File: src/rtl/dcache_pkg.sv
// dcache_pkg: shared constants and types for the data-cache refill path.
//   - line geometry (LINE_BYTES, BEATS, IDX_W, TAG_W)
//   - load size encodings (size_e)
//   - responder FSM state encoding (state_t + ST_* constants)
package dcache_pkg;

    localparam int LINE_BYTES = 128;
    localparam int BEATS      = 16;    // 64-bit beats per line
    localparam int IDX_W      = 5;     // line index per way, addr[11:7]
    localparam int TAG_W      = 19;    // addr[30:12]

    typedef enum logic [1:0] {
        SZ_BYTE = 2'd0,
        SZ_HALF = 2'd1,
        SZ_WORD = 2'd2
    } size_e;

    // State encoding kept as plain constants so existing waveform decoders
    // and checkers that compare raw 3-bit values keep working.
    typedef logic [2:0] state_t;
    localparam state_t ST_IDLE     = 3'd0;
    localparam state_t ST_ISSUE    = 3'd1;
    localparam state_t ST_BEATS_RX = 3'd2;
    localparam state_t ST_TAGWR    = 3'd3;
    localparam state_t ST_DONE     = 3'd4;
    localparam state_t ST_GAP      = 3'd5;

endpackage

File: src/rtl/dcache_uncached_align.sv
// dcache_uncached_align: picks the addressed 32-bit half of a 64-bit bus beat
// and right-justifies the addressed byte/half/word. Upper bits are left
// unmasked; the consumer sign/zero-extends.
//   beat     in  64  bus read beat
//   addr_lo  in   3  request address bits [2:0]
//   op       in   2  access size (size_e)
//   data     out 32  right-justified result
module dcache_uncached_align
    import dcache_pkg::*;
(
    input  logic [63:0] beat,
    input  logic [2:0]  addr_lo,
    input  logic [1:0]  op,
    output logic [31:0] data
);

    logic [31:0] word;

    always_comb begin
        word = addr_lo[2] ? beat[63:32] : beat[31:0];
        case (size_e'(op))
            SZ_BYTE: data = word >> {addr_lo[1:0], 3'b000};
            SZ_HALF: data = word >> {addr_lo[1], 4'b0000};
            default: data = word;
        endcase
    end

endmodule

File: src/rtl/dcache_refill_responder.sv
// dcache_refill_responder: responder side of the load path's data-cache
// request interface. Services cached-miss line refills (BEATS-beat bursts into
// the 2-way data BRAM, then a tag write), uncached single-beat reads and CMO
// line invalidates.
//
// Handshakes:
//   dc_req is held high by the requester until dc_cmp; dc_cmp is a one-cycle
//   pulse and the requester drops dc_req the cycle after it, which GAP absorbs.
//   mem_req_o is held until mem_gnt_i is seen high on a clock edge; read beats
//   are accepted on every edge where mem_rvalid_i is high (no backpressure).
//
// Ports:
//   core_clock_i / core_reset_i      clock, synchronous active-high reset
//   dc_req/dc_addr/dc_op/dc_cmo/dc_uncached  request from the load queue
//   dc_data/dc_cmp                   uncached data, completion pulse
//   mem_req_o/mem_addr_o/mem_burst_o/mem_gnt_i  bus read request
//   mem_rvalid_i/mem_rdata_i/mem_rlast_i         bus read beats
//   bram_wr_*                        data BRAM refill write {way, idx, beat}
//   tag_wr_*                         tag store write
//   collision_o                      BRAM written this cycle
//   fsm_state                        current FSM state (debug)
module dcache_refill_responder
    import dcache_pkg::*;
#(
    parameter int BEATS = 16,
    parameter int IDX_W = 5
) (
    input  logic                            core_clock_i,
    input  logic                            core_reset_i,
    input  logic                            dc_req,
    input  logic [31:0]                     dc_addr,
    input  logic [1:0]                      dc_op,
    input  logic                            dc_cmo,
    input  logic                            dc_uncached,
    output logic [31:0]                     dc_data,
    output logic                            dc_cmp,
    output logic                            mem_req_o,
    output logic [31:0]                     mem_addr_o,
    output logic                            mem_burst_o,
    input  logic                            mem_gnt_i,
    input  logic                            mem_rvalid_i,
    input  logic [63:0]                     mem_rdata_i,
    input  logic                            mem_rlast_i,
    output logic                            bram_wr_en_o,
    output logic [IDX_W+$clog2(BEATS):0]    bram_wr_addr_o,
    output logic [63:0]                     bram_wr_data_o,
    output logic                            tag_wr_en_o,
    output logic [1:0]                      tag_wr_way_o,
    output logic [IDX_W-1:0]                tag_wr_idx_o,
    output logic [18:0]                     tag_wr_tag_o,
    output logic                            tag_wr_vld_o,
    output logic                            collision_o,
    output state_t                          fsm_state
);

    localparam int BEAT_W = $clog2(BEATS);

    state_t                  state;
    logic [31:0]             addr_q;
    logic [1:0]              op_q;
    logic                    cmo_q;
    logic                    unc_q;
    logic                    victim_q;
    logic [BEAT_W-1:0]       beat_cnt;
    logic [(1<<IDX_W)-1:0]   rr;        // per-index round-robin victim bit
    logic [IDX_W-1:0]        idx_q;
    logic [31:0]             aligned;
    logic                    beat_fire;

    assign idx_q     = addr_q[7+IDX_W-1:7];
    assign beat_fire = (state == ST_BEATS_RX) && mem_rvalid_i;

    dcache_uncached_align u_align (
        .beat    (mem_rdata_i),
        .addr_lo (addr_q[2:0]),
        .op      (op_q),
        .data    (aligned)
    );

    always_ff @(posedge core_clock_i) begin
        if (core_reset_i) begin
            state    <= ST_IDLE;
            rr       <= '0;
            dc_data  <= '0;
            addr_q   <= '0;
            op_q     <= '0;
            cmo_q    <= 1'b0;
            unc_q    <= 1'b0;
            victim_q <= 1'b0;
            beat_cnt <= '0;
        end else begin
            case (state)
                ST_IDLE: begin
                    if (dc_req) begin
                        addr_q   <= dc_addr;
                        op_q     <= dc_op;
                        cmo_q    <= dc_cmo;
                        unc_q    <= dc_uncached;
                        // Victim fixed for the whole refill, so every beat
                        // and the tag write land in the same way.
                        victim_q <= rr[dc_addr[7+IDX_W-1:7]];
                        beat_cnt <= '0;
                        state    <= dc_cmo ? ST_TAGWR : ST_ISSUE;
                    end
                end
                ST_ISSUE: begin
                    if (mem_gnt_i) state <= ST_BEATS_RX;
                end
                ST_BEATS_RX: begin
                    if (mem_rvalid_i) begin
                        if (unc_q) begin
                            dc_data <= aligned;
                            state   <= ST_DONE;
                        end else begin
                            beat_cnt <= beat_cnt + 1'b1;
                            if (mem_rlast_i) state <= ST_TAGWR;
                        end
                    end
                end
                ST_TAGWR: begin
                    // Tag goes in only after all data beats, so a partial
                    // line is never seen as valid.
                    if (!cmo_q) rr[idx_q] <= ~rr[idx_q];
                    state <= ST_DONE;
                end
                ST_DONE: state <= ST_GAP;
                ST_GAP:  state <= ST_IDLE;
                default: state <= ST_IDLE;
            endcase
        end
    end

    assign fsm_state      = state;
    assign dc_cmp         = (state == ST_DONE);

    assign mem_req_o      = (state == ST_ISSUE);
    assign mem_burst_o    = !unc_q;
    assign mem_addr_o     = unc_q ? {addr_q[31:2], 2'b00} : {addr_q[31:7], 7'b0};

    assign bram_wr_en_o   = beat_fire && !unc_q;
    assign collision_o    = beat_fire && !unc_q;
    assign bram_wr_addr_o = {victim_q, idx_q, beat_cnt};
    assign bram_wr_data_o = mem_rdata_i;

    assign tag_wr_en_o    = (state == ST_TAGWR);
    assign tag_wr_way_o   = cmo_q ? 2'b11 : (victim_q ? 2'b10 : 2'b01);
    assign tag_wr_idx_o   = idx_q;
    assign tag_wr_tag_o   = addr_q[30:12];
    assign tag_wr_vld_o   = !cmo_q;

    // A last beat must coincide with the final beat slot of the line.
    rlast_on_final_beat: assert property (@(posedge core_clock_i) disable iff (core_reset_i)
        (beat_fire && !unc_q && mem_rlast_i) |-> (beat_cnt == BEAT_W'(BEATS - 1)));

endmodule
File: config.mk
export PLATFORM = sky130hd
export DESIGN_NAME = dcache_refill_responder
export DESIGN_NICKNAME = d
export VERILOG_FILES = /design/src/rtl/dcache_pkg.sv /design/src/rtl/dcache_uncached_align.sv /design/src/rtl/dcache_refill_responder.sv
export SDC_FILE = /design/constraint.sdc
export NUM_CORES = 1
export LEC_CHECK = 0
export CORE_ASPECT_RATIO = 1.5
export CORE_UTILIZATION = 43
export DETAILED_ROUTE_END_ITERATION = 8
export GPL_TIMING_DRIVEN = 0
export PLACE_DENSITY = 0.78
export SYNTH_ARGS = -nofsm -noshare
export SYNTH_HDL_FRONTEND = slang
export SYNTH_SLANG_ARGS = --single-unit
File: constraint.sdc
create_clock -name core_clock_i -period 2.45 [get_ports core_clock_i]
set_input_delay 0.735 -clock core_clock_i [delete_from_list [all_inputs] [get_ports core_clock_i]]
set_output_delay 0.735 -clock core_clock_i [all_outputs]
set_load 0.05 [all_outputs]
==> flow_summary.ini <==
[drt]
wl_um = 23500
drcViolationCount = 0
drtIter0Drc = 406
ant_nets = 0
vias = 6665
routedWlPerCell_um = 18.9
drt-pass1-iter-count = 7
vias_per_cell = 5.37

[clock_network]
path_clk_slew_ps = 80
cts_tree = done
clk_latency_ps = 350
cts_buffers = 9
root_buffer = clkbuf_16
hold_buffers = 0
clock-sinks = 108
cts_buffer_depth = 2
cts-htree-levels = 3

[sta]
tightest_slew_ps = 744
fin_worst_skew_ps = 9.93
max_freq_ghz = 0.410
maxSlewViolCount = 0
relSlewSlack_pct = 50.4
period_needed_ps = 2440
rsz0062_at_grt = no
hold_violations = 0
hold_slack_ps = 450
setup_viol = 0
post-route-period-util_pct = 99.7

[synthesis]
synth-main-ff-cell = dfxtp_1
synth_warnings = 0
yosysUniqueCellTypes = 55
async_flop_share_pct = 0
syn_area_per_cell_um2 = 8.67
synth_edf_count = 0
ys_seq_area_share_pct = 33.0
syn_inst = 756
ys_ff_latch = 108
syn_area_mm2 = 0.00655

[setup_path]
crit_type = primary input to primary output
cp_slowest_stage_delay_ps = 500
endpoint_kind = primary output
crit_slowest_cell = clkdlybuf4s50_1
crit_fanout = 2
startpoint_type = primary input
cp.required_ps = 1710
critical_path_arrival_ps = 1710
crit_chain = clkdlybuf4s50_1, buf_4, clkdlybuf4s15_2

[place]
io_buffer_count = 273
place.gp.congestion = 0.900
dpl.hpwl_um = 18200

[floorplanning]
io_pins = 280
initial_core_util_pct = 44.5
num_rows = 54
die-area_mm2 = 0.0157
design.core.area_mm2 = 0.0147
die_width_um = 103
die_h_um = 153

[power_and_ir_drop]
leakage_nw = 3.91
power_density_mw_per_mm2 = 619
irDropWorstVdd_mv = 0.395

[min_path]
worst_hold_path_type = register to register

[layout]
drive_above_1_share_pct = 28.7
final_nets = 1149
final_util_pct = 66.6
area_growth_syn_to_layout_pct = 49.7
diodes = 0
nFillCells = 1278

[global_route]
gr-total-overflow = 0
grt_pass1_vias = 6432
antenna_found_initial = 0
grt_max_degree = 20
grt_pass1_wl_um = 35500
track_usage_pct = 29.6

[run]
cap_violations = 0

[status]
outcome = completed
layer usage:
layer,share of wire [%],track usage [%],vias up
li1,-,-,3165
met1,36,33.9,3069
met2,52,53.1,375
met3,8.5,4.89,56
met4,3.4,12.1,0
met5,0,0,-
cells in the mapped netlist (16+ instances only):
cell      count  area, µm²
mux4_2       16        360
a22oi_1      16        120
clkbuf_1     33        124
nor2_1       32        120
buf_4       125        938
mux2_2       16        180
a21oi_1      95        475
nand2_1      97        364
mux2i_1      27        270
o21ai_1      17       85.1
a311oi_1     27        236
dfxtp_1     108       2160
final timing paths:
kind | startpoint | end | slack [ps] | depth (start not counted)
setup / recovery | mem_rdata_i[0] | bram_wr_data_o[0] | 8 | 3
hold / removal | addr_q[3]$_SDFFE_PP0P_ | addr_q[3]$_SDFFE_PP0P_ | 450 | 2
setup reg to reg | addr_q[8]$_SDFFE_PP0P_ | rr[23]$_SDFFE_PP0P_ | 130 | 6
hold reg to reg | addr_q[3]$_SDFFE_PP0P_ | addr_q[3]$_SDFFE_PP0P_ | 450 | 2
state kept, by name (all words and copies together), names as in the netlist:
register and count:
victim_q 1, op_q 2, addr_q 32, cmo_q 1
dc_data 32, rr 32, unc_q 1, fsm_state 3
beat_cnt 4
worst max-delay path, delay by kind of cell:
| kind | cells | cell delay (ps) |
|---|---|---|
| buffers and inverters | 3 | 970 |
layout make-up:
type                            instances  area [µm²]  share of cell area (%)
Multi-Input combinational cell        455        3160                    32.2
Timing Repair Buffer                  276        2690                    27.4
Sequential cell                       108        2160                    22.1
Buffer                                181        1240                    12.6
Tap cell                              196         245                    2.50
Clock buffer                            9         225                    2.30
Clock inverter                          6        46.3                   0.472
Inverter                               11        41.3                   0.421
kinds of logic (layout without fill, tap and decap cells):
logic type	count (synthesis)	in the layout	synth area share [%]
compound gates	207	207	21.1
xor+xnor	3	3	0.401
fa+ha+maj	1	1	0.191
buf+inv	194	483	19.4
flops	108	108	33.0
mux	59	59	12.4
other cells	1	2	0.0572
simple gates	183	183	13.5
timing repair:
item	in CTS	in global routing
hold endpoints to repair	0	0
setup buffers	3	0
pin swaps	2	0
gates resized for setup	275	43
endpoints found under the setup margin	97	45
placed cells by master, fill, tap and decap left out, types with 27 or more instances in the layout:
cell type	count
a21oi_1	95
a311oi_1	27
buf_2	33
buf_4	129
clkbuf_1	29
clkdlybuf4s15_2	41
clkdlybuf4s50_1	179
dfxtp_1	106
mux2i_1	27
nand2_1	96
nor2_1	31
power by group:
part | switching, mW | internal, mW
clock network | 0.689 | 0.694
registers | 0.0991 | 1.86
logic | 1.70 | 1.02
total | 2.49 | 3.58
per-stage QoR:
stage	cells	setup TNS, ps	power, mW	setup slack, ps	area [µm²]
after detailed placement	1226	-47460	4.75	-1020	9560
final	1242	0	6.07	8.46	9810
after CTS	1242	0	6.07	0.367	9860
after global placement	1226	-46760	4.72	-1010	9560
after global routing	1242	0	6.30	0.0507	9810
after floorplan	757	-124	3.84	-63.6	6580
(Power assumes the default switching activity.)
